[config.mk]
export PLATFORM = sky130hd
export DESIGN_NAME = hist_mem_sched_flat
export DESIGN_NICKNAME = d
export VERILOG_FILES = /design/src/rtl/hist_pkg.sv /design/src/rtl/hist_mem_sched_if.sv /design/src/rtl/hist_clr_cnt.sv /design/src/rtl/hist_mem_sched.sv /design/src/flat_wrapper.sv
export SDC_FILE = /design/constraint.sdc
export NUM_CORES = 1
export LEC_CHECK = 0
export ABC_AREA = 1
export BUFFER_PORTS_ARGS = -buffer_cell sky130_fd_sc_hd__buf_2
export CORE_AREA = 5 5 57 64
export DETAILED_ROUTE_END_ITERATION = 10
export DIE_AREA = 0 0 62 69
export HOLD_SLACK_MARGIN = 0.15
export PLACE_DENSITY = 0.87
export SKIP_LAST_GASP = 1
export SLEW_MARGIN = 20
export SYNTH_ARGS = -nofsm -noshare
export SYNTH_HDL_FRONTEND = slang
export SYNTH_SLANG_ARGS = --single-unit
[constraint.sdc]
create_clock -name clk -period 1.45 [get_ports clk]
set_input_delay 0.0725 -clock clk [delete_from_list [all_inputs] [get_ports clk]]
set_output_delay 0.0725 -clock clk [all_outputs]
set_load 0.03 [all_outputs]
[src/rtl/hist_pkg.sv]
// ---------------------------------------------------------------------------
// hist_pkg
// Shared definitions for the histogram-predict memory scheduler:
//   - default memory geometry (address width, bin width, depth)
//   - scheduler state encoding
// ---------------------------------------------------------------------------
package hist_pkg;

    localparam int HIST_ADDR_W = 14;
    localparam int HIST_DATA_W = 8;
    localparam int HIST_DEPTH  = 16384;

    typedef enum logic [2:0] {
        ST_IDLE   = 3'd0,
        ST_CLEAR  = 3'd1,
        ST_HCU    = 3'd2,
        ST_SWITCH = 3'd3,
        ST_DCU    = 3'd4,
        ST_DONE   = 3'd5
    } state_t;

endpackage

[src/rtl/hist_mem_sched_if.sv]
// ---------------------------------------------------------------------------
// hist_mem_sched_if
// HCU memory-access bus as seen by the scheduler.
//   hcu_wen/hcu_wdata/hcu_addr/hcu_ren         : raw HCU requests
//   mux_hcu_wen/mux_hcu_wdata/mux_hcu_addr/... : gated requests toward the mux
// Modports:
//   master : HCU/mux environment (drives hcu_*, observes mux_hcu_*)
//   slave  : scheduler (observes hcu_*, drives mux_hcu_*)
// ---------------------------------------------------------------------------
interface hist_mem_sched_if import hist_pkg::*; #(
    parameter int ADDR_W = HIST_ADDR_W,
    parameter int DATA_W = HIST_DATA_W
) ();

    logic              hcu_wen;
    logic [DATA_W-1:0] hcu_wdata;
    logic [ADDR_W-1:0] hcu_addr;
    logic              hcu_ren;

    logic              mux_hcu_wen;
    logic [DATA_W-1:0] mux_hcu_wdata;
    logic [ADDR_W-1:0] mux_hcu_addr;
    logic              mux_hcu_ren;

    modport master (
        output hcu_wen, hcu_wdata, hcu_addr, hcu_ren,
        input  mux_hcu_wen, mux_hcu_wdata, mux_hcu_addr, mux_hcu_ren
    );

    modport slave (
        input  hcu_wen, hcu_wdata, hcu_addr, hcu_ren,
        output mux_hcu_wen, mux_hcu_wdata, mux_hcu_addr, mux_hcu_ren
    );

endinterface

[src/rtl/hist_clr_cnt.sv]
// ---------------------------------------------------------------------------
// hist_clr_cnt
// Clear-address counter, one bit wider than the address so the full depth
// is representable without wrapping.
// Ports:
//   clk, rst_n : clock, asynchronous active-low reset
//   load       : synchronous load to zero (wins over en)
//   en         : increment by one
//   cnt        : current count (ADDR_W+1 bits)
//   last       : count equals DEPTH-1
// ---------------------------------------------------------------------------
module hist_clr_cnt import hist_pkg::*; #(
    parameter int ADDR_W = HIST_ADDR_W,
    parameter int DEPTH  = HIST_DEPTH
) (
    input  logic            clk,
    input  logic            rst_n,
    input  logic            load,
    input  logic            en,
    output logic [ADDR_W:0] cnt,
    output logic            last
);

    localparam logic [ADDR_W:0] CNT_ZERO = {(ADDR_W+1){1'b0}};
    localparam logic [ADDR_W:0] CNT_ONE  = {{ADDR_W{1'b0}}, 1'b1};
    localparam logic [ADDR_W:0] CNT_LAST = (ADDR_W+1)'(DEPTH - 1);

    logic [ADDR_W:0] cnt_r;

    // Counter register: load has priority over increment.
    always_ff @(posedge clk or negedge rst_n) begin
        if (!rst_n) begin
            cnt_r <= CNT_ZERO;
        end else if (load) begin
            cnt_r <= CNT_ZERO;
        end else if (en) begin
            cnt_r <= cnt_r + CNT_ONE;
        end else begin
            cnt_r <= cnt_r;
        end
    end

    assign cnt  = cnt_r;
    assign last = (cnt_r == CNT_LAST);

endmodule

[src/rtl/hist_mem_sched.sv]
// ---------------------------------------------------------------------------
// hist_mem_sched
// Frame scheduler for the shared histogram-predict memory port.
// Sequence per frame: CLEAR (optional) -> HCU -> SWITCH -> DCU -> DONE.
// Ports:
//   clk, rst_n          : clock, asynchronous active-low reset
//   start               : frame start pulse, honoured only in IDLE
//   abort               : synchronous abort, highest priority, back to IDLE
//   hcu_done, dcu_done  : phase-finished pulses from HCU / DCU
//   bus (slave)         : HCU requests in, gated/clear requests to the mux
//   sel                 : mux select, 0 = HCU side, 1 = DCU side
//   hcu_grant/dcu_grant : access grants
//   busy                : not IDLE
//   done                : one-cycle frame-end pulse
// All outputs decode the registered state and clear counter; the only
// input-to-output path is the HCU pass-through while in HCU.
// ---------------------------------------------------------------------------
module hist_mem_sched import hist_pkg::*; #(
    parameter int ADDR_W = HIST_ADDR_W,
    parameter int DATA_W = HIST_DATA_W,
    parameter int DEPTH  = HIST_DEPTH,
    parameter bit CLR_EN = 1'b1
) (
    input  logic                 clk,
    input  logic                 rst_n,
    input  logic                 start,
    input  logic                 abort,
    input  logic                 hcu_done,
    input  logic                 dcu_done,
    hist_mem_sched_if.slave      bus,
    output logic                 sel,
    output logic                 hcu_grant,
    output logic                 dcu_grant,
    output logic                 busy,
    output logic                 done
);

    state_t          state_r;
    state_t          state_next_s;
    logic            cnt_load_s;
    logic            cnt_en_s;
    logic [ADDR_W:0] cnt_s;
    logic            cnt_last_s;

    hist_clr_cnt #(
        .ADDR_W (ADDR_W),
        .DEPTH  (DEPTH)
    ) u_clr_cnt (
        .clk   (clk),
        .rst_n (rst_n),
        .load  (cnt_load_s),
        .en    (cnt_en_s),
        .cnt   (cnt_s),
        .last  (cnt_last_s)
    );

    // State register.
    always_ff @(posedge clk or negedge rst_n) begin
        if (!rst_n) begin
            state_r <= ST_IDLE;
        end else begin
            state_r <= state_next_s;
        end
    end

    // Next-state and counter control; abort overrides every transition.
    always_comb begin
        state_next_s = state_r;
        cnt_load_s   = 1'b0;
        cnt_en_s     = 1'b0;
        if (abort) begin
            state_next_s = ST_IDLE;
            cnt_load_s   = 1'b1;
        end else begin
            case (state_r)
                ST_IDLE: begin
                    if (start) begin
                        state_next_s = CLR_EN ? ST_CLEAR : ST_HCU;
                        cnt_load_s   = 1'b1;
                    end else begin
                        state_next_s = ST_IDLE;
                    end
                end
                ST_CLEAR: begin
                    cnt_en_s = 1'b1;
                    if (cnt_last_s) begin
                        state_next_s = ST_HCU;
                    end else begin
                        state_next_s = ST_CLEAR;
                    end
                end
                ST_HCU: begin
                    if (hcu_done) begin
                        state_next_s = ST_SWITCH;
                    end else begin
                        state_next_s = ST_HCU;
                    end
                end
                ST_SWITCH: state_next_s = ST_DCU;
                ST_DCU: begin
                    if (dcu_done) begin
                        state_next_s = ST_DONE;
                    end else begin
                        state_next_s = ST_DCU;
                    end
                end
                ST_DONE:   state_next_s = ST_IDLE;
                default:   state_next_s = ST_IDLE;
            endcase
        end
    end

    // Output decode. The counter MSB is always 0 while clearing a legal
    // depth; gating on it keeps a corrupted counter from writing wrapped
    // addresses.
    always_comb begin
        bus.mux_hcu_wen   = 1'b0;
        bus.mux_hcu_wdata = {DATA_W{1'b0}};
        bus.mux_hcu_addr  = {ADDR_W{1'b0}};
        bus.mux_hcu_ren   = 1'b0;
        sel               = 1'b0;
        hcu_grant         = 1'b0;
        dcu_grant         = 1'b0;
        busy              = (state_r != ST_IDLE);
        done              = 1'b0;
        case (state_r)
            ST_CLEAR: begin
                bus.mux_hcu_wen  = ~cnt_s[ADDR_W];
                bus.mux_hcu_addr = cnt_s[ADDR_W-1:0];
            end
            ST_HCU: begin
                hcu_grant         = 1'b1;
                bus.mux_hcu_wen   = bus.hcu_wen;
                bus.mux_hcu_wdata = bus.hcu_wdata;
                bus.mux_hcu_addr  = bus.hcu_addr;
                bus.mux_hcu_ren   = bus.hcu_ren;
            end
            ST_DCU: begin
                sel       = 1'b1;
                dcu_grant = 1'b1;
            end
            ST_DONE: begin
                done = 1'b1;
            end
            default: begin
                done = 1'b0;
            end
        endcase
    end

endmodule

[src/flat_wrapper.sv]
// flat-port wrapper written by rule: the top's interface ports become plain ports
module hist_mem_sched_flat import hist_pkg::*;
#(
    parameter int ADDR_W = HIST_ADDR_W,
    parameter int DATA_W = HIST_DATA_W,
    parameter int DEPTH  = HIST_DEPTH,
    parameter bit CLR_EN = 1'b1
)
  (clk, rst_n, start, abort, hcu_done, dcu_done, sel, hcu_grant, dcu_grant, busy, done, bus_hcu_wen, bus_hcu_wdata, bus_hcu_addr, bus_hcu_ren, bus_mux_hcu_wen, bus_mux_hcu_wdata, bus_mux_hcu_addr, bus_mux_hcu_ren);
  hist_mem_sched_if #(.ADDR_W(ADDR_W), .DATA_W(DATA_W)) bus_i ();
  input  logic clk;
  input  logic rst_n;
  input  logic start;
  input  logic abort;
  input  logic hcu_done;
  input  logic dcu_done;
  output logic sel;
  output logic hcu_grant;
  output logic dcu_grant;
  output logic busy;
  output logic done;
  input wire logic [$bits(bus_i.hcu_wen)-1:0] bus_hcu_wen;
  input wire logic [$bits(bus_i.hcu_wdata)-1:0] bus_hcu_wdata;
  input wire logic [$bits(bus_i.hcu_addr)-1:0] bus_hcu_addr;
  input wire logic [$bits(bus_i.hcu_ren)-1:0] bus_hcu_ren;
  output wire logic [$bits(bus_i.mux_hcu_wen)-1:0] bus_mux_hcu_wen;
  output wire logic [$bits(bus_i.mux_hcu_wdata)-1:0] bus_mux_hcu_wdata;
  output wire logic [$bits(bus_i.mux_hcu_addr)-1:0] bus_mux_hcu_addr;
  output wire logic [$bits(bus_i.mux_hcu_ren)-1:0] bus_mux_hcu_ren;
  assign bus_i.hcu_wen = bus_hcu_wen;
  assign bus_i.hcu_wdata = bus_hcu_wdata;
  assign bus_i.hcu_addr = bus_hcu_addr;
  assign bus_i.hcu_ren = bus_hcu_ren;
  assign bus_mux_hcu_wen = bus_i.mux_hcu_wen;
  assign bus_mux_hcu_wdata = bus_i.mux_hcu_wdata;
  assign bus_mux_hcu_addr = bus_i.mux_hcu_addr;
  assign bus_mux_hcu_ren = bus_i.mux_hcu_ren;
  hist_mem_sched #(.ADDR_W(ADDR_W), .DATA_W(DATA_W), .DEPTH(DEPTH), .CLR_EN(CLR_EN)) u_core (.clk(clk), .rst_n(rst_n), .start(start), .abort(abort), .hcu_done(hcu_done), .dcu_done(dcu_done), .bus(bus_i), .sel(sel), .hcu_grant(hcu_grant), .dcu_grant(dcu_grant), .busy(busy), .done(done));
endmodule
**Word level (Yosys, flattened, before mapping)**

Cells that the tools add are included.

- $add $sub $neg: 1
- Equality and inequality tests: 6
- Multiplexer cells: 20
- Bitwise operators: 1
- Reductions and logical operators: 3

Operator list:

| cell | number |
|---|---|
| $mux 15 | 2 |
| $pmux 14 s2 | 1 |
| $add 15x1->15 const B | 1 |
| $eq 15x14->1 const B | 1 |
| $pmux 3 s5 | 1 |
| $mux 1 | 12 |
| $mux 8 | 1 |
| $eq 3x2->1 const B | 2 |
| $eq 3x3->1 const B | 2 |
| $eq 3x1->1 const B | 1 |
| $logic_not 3->1 | 1 |
| $mux 3 | 1 |
| $reduce_bool 3->1 | 1 |
| $mux 2 | 1 |
| $pmux 1 s2 | 1 |
| $reduce_bool 2->1 | 1 |
| $not 1->1 | 1 |

- Register bits after elaboration: 18
- Input bits: 30
- Logic and storage cells: 33

**Depth between registers and ports, before layout**

Gate-level depths: netlist of run 1.

- Depth in word-level cells: 5
- Gate-level depth with buffers: 7
- Gate-level depth less buffers: 7

**Cells and area by module**

Synthesis of run 1 repeated with hierarchy kept, for this count alone.

- Cell total of the unflattened synthesis: 212
- Area, all modules: 1360.1 sq um

By module, submodules not included:

| module | times used | cells each | area an instance (sq um) |
|---|---|---|---|
| hist_clr_cnt | 1 | 115 | 870.8 |
| hist_mem_sched | 1 | 97 | 489.2 |

**Worst setup path before layout of run 1**

No wires, ideal clock.

- Path type: register to output
- Start: reg u_core.state_r[2]
- End: out bus_mux_hcu_addr[0]
- Data arrival time: 1.550 ns
- Slack: -0.173 ns
- Cell stages (with the launch flop): 5
- Buffers on the path: 1
- Cell sequence: dfrtp_1 inv_2 nand3_4 clkbuf_1 o21ai_0

- Cells in the longest elaborated chain, start to end: 2
- Elaborated cells on any way between the ends: 3
- Those cells by class: eq/ne: 2; mux: 1

RTL lines:

| element | RTL line | text |
|---|---|---|
| start, declared | hist_mem_sched.sv:38 | `state_t state_r;` |
| start signal, assigned | hist_mem_sched.sv:62 | `state_r <= state_next_s;` |
| $eq 3x2->1 or $eq 3x1->1 (tied branches) | hist_mem_sched.sv:126 | `case (state_r)` |
| $pmux 14 s2 * | hist_mem_sched.sv:126 |  |
| end, declared | flat_wrapper.sv:28 | `output wire logic [$bits(bus_i.mux_hcu_addr)-1:0] bus_mux_hcu_addr;` |

Every way passes the cells marked *; elsewhere a longest branch is shown, timed or not.

**Worst setup path in the final report of run 1**

- Start: reg u_core.state_r[2]
- End: out bus_mux_hcu_addr[1]

Same word-level chain as after synthesis.

==> results of run 1 <==
-- cells in the mapped netlist --
library cell  instances  share of area
buf_12                1          0.015
buf_6                 1         0.0085
inv_1                27          0.076
o21ai_0              13          0.049
nor3_1                5          0.019
nor2_2                2         0.0094
inv_2                 4          0.011
nand2_1              44           0.12
nor2_1               33          0.093
buf_4                 1         0.0057
nand3_4               1          0.013
nor3_2                1         0.0075
nand2_2               1         0.0047
clkbuf_1              1         0.0028
nor2_4                2          0.017
nand4_4               1          0.016
a22o_1                2          0.013
a21oi_1              11          0.041
and3_1                1         0.0047
o211a_1               1         0.0075
a21oi_2               1         0.0066
o21ai_1               2         0.0075
nand3_2               1         0.0075
ha_1                  1         0.0094
dfrtp_1              18           0.34
inv_6                 1         0.0066
buf_2                 2         0.0075
nand3_1              14          0.053
nand4_1               5          0.024
-- repair_timing --
action,in CTS,in global routing
cloned,1,0
gates resized for setup,36,20
endpoints found under the hold margin,22,0
pin swaps,1,3
endpoints found under the setup margin,26,43
buffers inserted,9,1
hold buffers,3,0
-- area by class of cell --
cell class / instances / area, µm²
Tap cell: 34 / 42.5
Timing Repair Buffer: 73 / 504
Inverter: 32 / 130
Multi-Input combinational cell: 142 / 742
Sequential cell: 18 / 453
Fill cell: 255 / 1030
Clock buffer: 4 / 36.3
Timing Repair inverter: 1 / 7.51
-- report_power, final --
part	total, mW	switching (mW)	internal [mW]
clock	0.323	0.169	0.153
sequential	0.510	0.00315	0.507
combinational	0.180	0.105	0.0746
-- worst max-delay path: cells and delay by family, from the launching register on --
kind / cells / cell delay (ns)
AOI/OAI and AO/OA: 1 / 0.23
buffers and inverters: 3 / 0.45
DFF: 1 / 0.38
and+or+nand+nor: 1 / 0.12
-- kinds of logic after synthesis --
logic type | Yosys count | synth area share
compound gates | 30 | 0.125
fa+ha+maj | 1 | 0.00941
buf+inv | 38 | 0.134
flops | 18 | 0.339
simple gates | 111 | 0.393
-- metal layers --
| metal | global-route usage | vias to the layer above | share of wire | routed length, µm |
|---|---|---|---|---|
| met5 | 0 | - | 0 | 0 |
| met4 | 0.0755 | 0 | 0.022 | 86 |
| met3 | 0.0317 | 11 | 0.060 | 232 |
| met2 | 0.327 | 50 | 0.52 | 2020 |
| met1 | 0.224 | 706 | 0.39 | 1510 |
| li1 | - | 778 | - | - |
-- metrics by stage --
step | utilization | area [µm²] | setup TNS (ns) | setup WS (ns)
4_1_cts | 0.637 | 1880 | -1.30 | -0.0884
2_1_floorplan | - | 1330 | -1.85 | -0.173
3_3_place_gp | 0.554 | 1630 | 0 | 0.0421
3_5_place_dp | 0.554 | 1630 | 0 | 0.0116
6_report | 0.651 | 1920 | -1.45 | -0.105
5_1_grt | 0.651 | 1920 | -3.68 | -0.152
-- flip-flops by register name, summed over array words and instances (netlist names) --
| register | flops |
|---|---|
| u_core.u_clr_cnt.cnt | 15 |
| u_core.state_r | 3 |
-- worst min-delay path by stage --
stage	startpoint	endpoint	slack, ns
finish	hcu_done	u_core.state_r[0]	0.18
global route	hcu_done	u_core.state_r[0]	0.20
CTS	hcu_done	u_core.state_r[0]	0.17
detailed placement	rst_n	u_core.u_clr_cnt.cnt[13]	0.03
global placement	rst_n	u_core.u_clr_cnt.cnt[13]	0.03
floorplan	rst_n	u_core.state_r[0]	-0.22
==> flow_summary.toml, run 1 <==
[outcome]
status = "finished, violations left"
violations = "negative setup slack"

[hold_path]
min_path_type = "input pin to flop"
hold_path_depth = 5

[setup_path]
rrSetupSlack_ns = -0.05
slowest_stage = "dfrtp_1"
path_cells = "inv_2, nand3_4, clkinvlp_4, a22o_1, buf_4"
cp.required_ns = 1.38
r2r_end = "u_core.u_clr_cnt.cnt[12]"
worst_setup_path_end_kind = "primary output"
path_max_fanout = 8
rr_worst_depth = 9
critPathLaunch = "u_core.state_r[2]"
arrival_ns = 1.48
r2r_start = "u_core.state_r[1]"
critPathCapture = "bus_mux_hcu_addr[1]"
critPathKind = "flop to primary output"
startpoint_type = "flop"
slowest_delay_ns = 0.38

[clocking]
clock_sinks = 18
clkTransAtPathRegs_ns = 0.11
h-tree-depth = 1
insertion_delay_ns = 0.30
cts_buffers = 3
tritoncts = "done"
clockBufferDepth = 2
cts_root_buf = "clkbuf_4"

[sta]
fin_crit_ns = 1.56
max_freq_ghz = 0.643
setup_viol = 29
whs_ns = 0.181
rsz0062_at_grt = "yes"
worst_pin_slew_ns = 0.423
fin_crit_sh = 1.07
slew_headroom = 0.716
maxSlewViolCount = 0
setup_ws_ns = -0.105
hold_viol = 0
skew_ns = 0.00201

[floorplanning]
fp.dieH_um = 69
coreArea_um2 = 2940
num_rows = 21
io_pins = 59
start_util = 0.452
dieArea_um2 = 4280
die_w_um = 62

[route]
drt-vias-per-instance = 5.08
firstDrtPassIters = 4
ant_nets = 0
routed_wl_mm = 3.85
route.detailed.drc = 0
vias = 1545
wl_per_cell_um = 12.7
drt-initial-drc-count = 84

[synth]
synth_warnings = 0
ys_seq_elements = 18
netlist_area_um2 = 1330
syn_inst = 198
ys_types = 29
yosysSeqAreaShare = 0.339
synth_nets = 229
syn_avg_cell_area_um2 = 6.71

[power]
ir_drop_mv = 0.386
p_total_mw = 1.01
p_leak_nw = 0.977
power_density_nw_per_um2 = 528

[global_route]
grt_start_max_net_pins = 19
grt_usage = 0.191
grt_pass1_wl_mm = 6.49
overflow = 0
antenna_found_initial = 0
first_global_vias = 1531

[cells_and_area]
nets = 302
final_cell_mix = "nand2_1 (44), buf_4 (36), nor2_1 (32)"
final_common_cell = "nand2_1"
final_cells = 304
area_delta_synth_final_pct = 44.2
drive_gt1_frac = 0.363
antennaDiodeCount = 0

[run]
maxCapViolations = 0

[placed_design]
place_inst = 287
place_hpwl_mm = 2.67
io_buffers = 58
gp_congestion = 0.874
Power figures use the tool's default switching activity.
==> run 2, diff against run 1 <==
Settings changed: CORE_AREA 5 5 57 64 to 5 5 44 84, DIE_AREA 0 0 62 69 to 0 0 49 89, PLACE_DENSITY 0.87 to 0.86.
==> flow_summary.toml, run 2 (synthesized netlist as in run 1, its figures left out) <==
[global_route]
busiest_layer = "met2"
overflow = 0
grt_pass1_wl_mm = 7.35
grt_usage = 0.217
grt_util_met2 = 0.438
grt_start_max_net_pins = 19
met1_usage = 0.187
met3_usage = 0.0401
antenna_found_initial = 0
first_global_vias = 1684

[route]
wl_per_cell_um = 16.3
route.detailed.drc = 0
routed_wl_mm = 5.07
ant_nets = 0
drt-initial-drc-count = 59
drt-vias-per-instance = 5.45
firstDrtPassIters = 4
vias = 1696

[sta]
slew_headroom = 0.712
skew_ns = 0.000983
fin_crit_sh = 1.05
fin_crit_ns = 1.53
setup_ws_ns = -0.0773
worst_pin_slew_ns = 0.432
whs_ns = 0.271
tns_ns = -1.06
maxSlewViolCount = 0
max_freq_ghz = 0.655
rsz0062_at_grt = "yes"
hold_viol = 0
setup_viol = 19

[setup_path]
rrSetupSlack_ns = -0.06
r2r_end = "u_core.u_clr_cnt.cnt[14]"
arrival_ns = 1.45
critPathCapture = "bus_mux_hcu_addr[12]"
r2r_start = "u_core.state_r[1]"
path_max_fanout = 5
critPathLaunch = "u_core.state_r[1]"
critPathKind = "flop to primary output"
cp.required_ns = 1.38
rr_worst_depth = 9
worst_setup_path_end_kind = "primary output"
startpoint_type = "flop"

[power]
ir_drop_mv = 0.903
power_density_nw_per_um2 = 518
p_clk_frac = 0.313
internal_power_mw = 0.824
p_seq_frac = 0.450
p_comb_frac = 0.236
p_switching_mw = 0.314
sw_frac_of_total = 0.276
p_leak_nw = 1.10

[cells_and_area]
drive_gt1_frac = 0.441
final_common_cell = "nand2_1"
n_fill_cell = 208
antennaDiodeCount = 0
nets = 314
final_cell_mix = "nand2_1 (43), buf_2 (31), buf_4 (31)"
largest_reg_flops = 15
fin_area_um2 = 2200
area_delta_synth_final_pct = 65.3

[floorplanning]
fp.dieH_um = 89
dieArea_um2 = 4360
die_w_um = 49
num_rows = 28
io_pins = 59
coreArea_um2 = 2940
start_util = 0.452

[placed_design]
post_dp_cell_area_um2 = 1680
place_hpwl_mm = 2.91
gp_congestion = 0.864
place_ws_ns = -0.00343
io_buffers = 58

[clocking]
clock_sinks = 18
insertion_delay_ns = 0.26
clkTransAtPathRegs_ns = 0.07
tritoncts = "done"
h-tree-depth = 1
clockBufferDepth = 2
cts_root_buf = "clkbuf_8"
cts_buffers = 3

[hold_path]
min_path_type = "input pin to flop"

[run]
maxCapViolations = 0

[outcome]
violations = "negative setup slack"
status = "finished, violations left"
run 2: what timing repair did:
action / CTS / global route
buffers inserted: 14 / 2
endpoints found under the setup margin: 25 / 35
hold buffers: 2 / 0
cloned: 2 / 0
resized for setup: 65 / 26
pin swaps: 5 / 6
endpoints found under the hold margin: 19 / 0
run 2: per-layer routing:
| metal | share of wire | up-vias |
|---|---|---|
| li1 | - | 800 |
| met1 | 0.34 | 801 |
| met2 | 0.56 | 79 |
| met3 | 0.062 | 16 |
| met4 | 0.031 | 0 |
| met5 | 0 | - |
run 2: worst min-delay path by stage:
stage	from	to	slack, ns	depth (start not counted)
after CTS	hcu_done	u_core.state_r[0]	0.24	5
after detailed placement	rst_n	u_core.u_clr_cnt.cnt[1]	0.03	1
after floorplan	rst_n	u_core.state_r[0]	-0.22	0
after global placement	rst_n	u_core.u_clr_cnt.cnt[1]	0.02	1
after global routing	start	u_core.u_clr_cnt.cnt[3]	0.31	5
final	start	u_core.u_clr_cnt.cnt[1]	0.27	5
run 2: worst max-delay path, stage by stage (launching register included):
cell,delay [ns]
dfrtp_2,0.45
inv_2,0.09
nand3_4,0.09
buf_12,0.16
buf_12,0.14
o21ai_2,0.12
buf_6,0.15
run 2: cell type report:
type | instances | area [µm²] | area share
clock buffers | 3 | 41.3 | 0.0188
inverters | 32 | 135 | 0.0615
multi-input cells | 142 | 838 | 0.382
flip-flops and latches | 18 | 453 | 0.206
well taps | 30 | 37.5 | 0.0171
repair buffers | 85 | 683 | 0.311
repair inverters | 1 | 7.51 | 0.00342
run 2: per-stage QoR:
stage / utilization / total power [mW] / std cells
4_1_cts: 0.702 / 1.12 / 309
3_5_place_dp: 0.570 / 0.682 / 288
5_1_grt: 0.746 / 1.17 / 311
2_1_floorplan: - / 0.608 / 198
6_report: 0.746 / 1.14 / 311
3_3_place_gp: 0.570 / 0.678 / 288
run 2: power groups by stage:
| stage | Sequential [mW] | Clock, mW | Combinational [mW] |
|---|---|---|---|
| 2_1_floorplan | 0.523 | 0 | 0.0856 |
| 3_3_place_gp | 0.523 | 0 | 0.155 |
| 3_5_place_dp | 0.523 | 0 | 0.158 |
| 4_1_cts | 0.512 | 0.361 | 0.249 |
| 5_1_grt | 0.513 | 0.372 | 0.288 |
| 6_report | 0.513 | 0.357 | 0.269 |
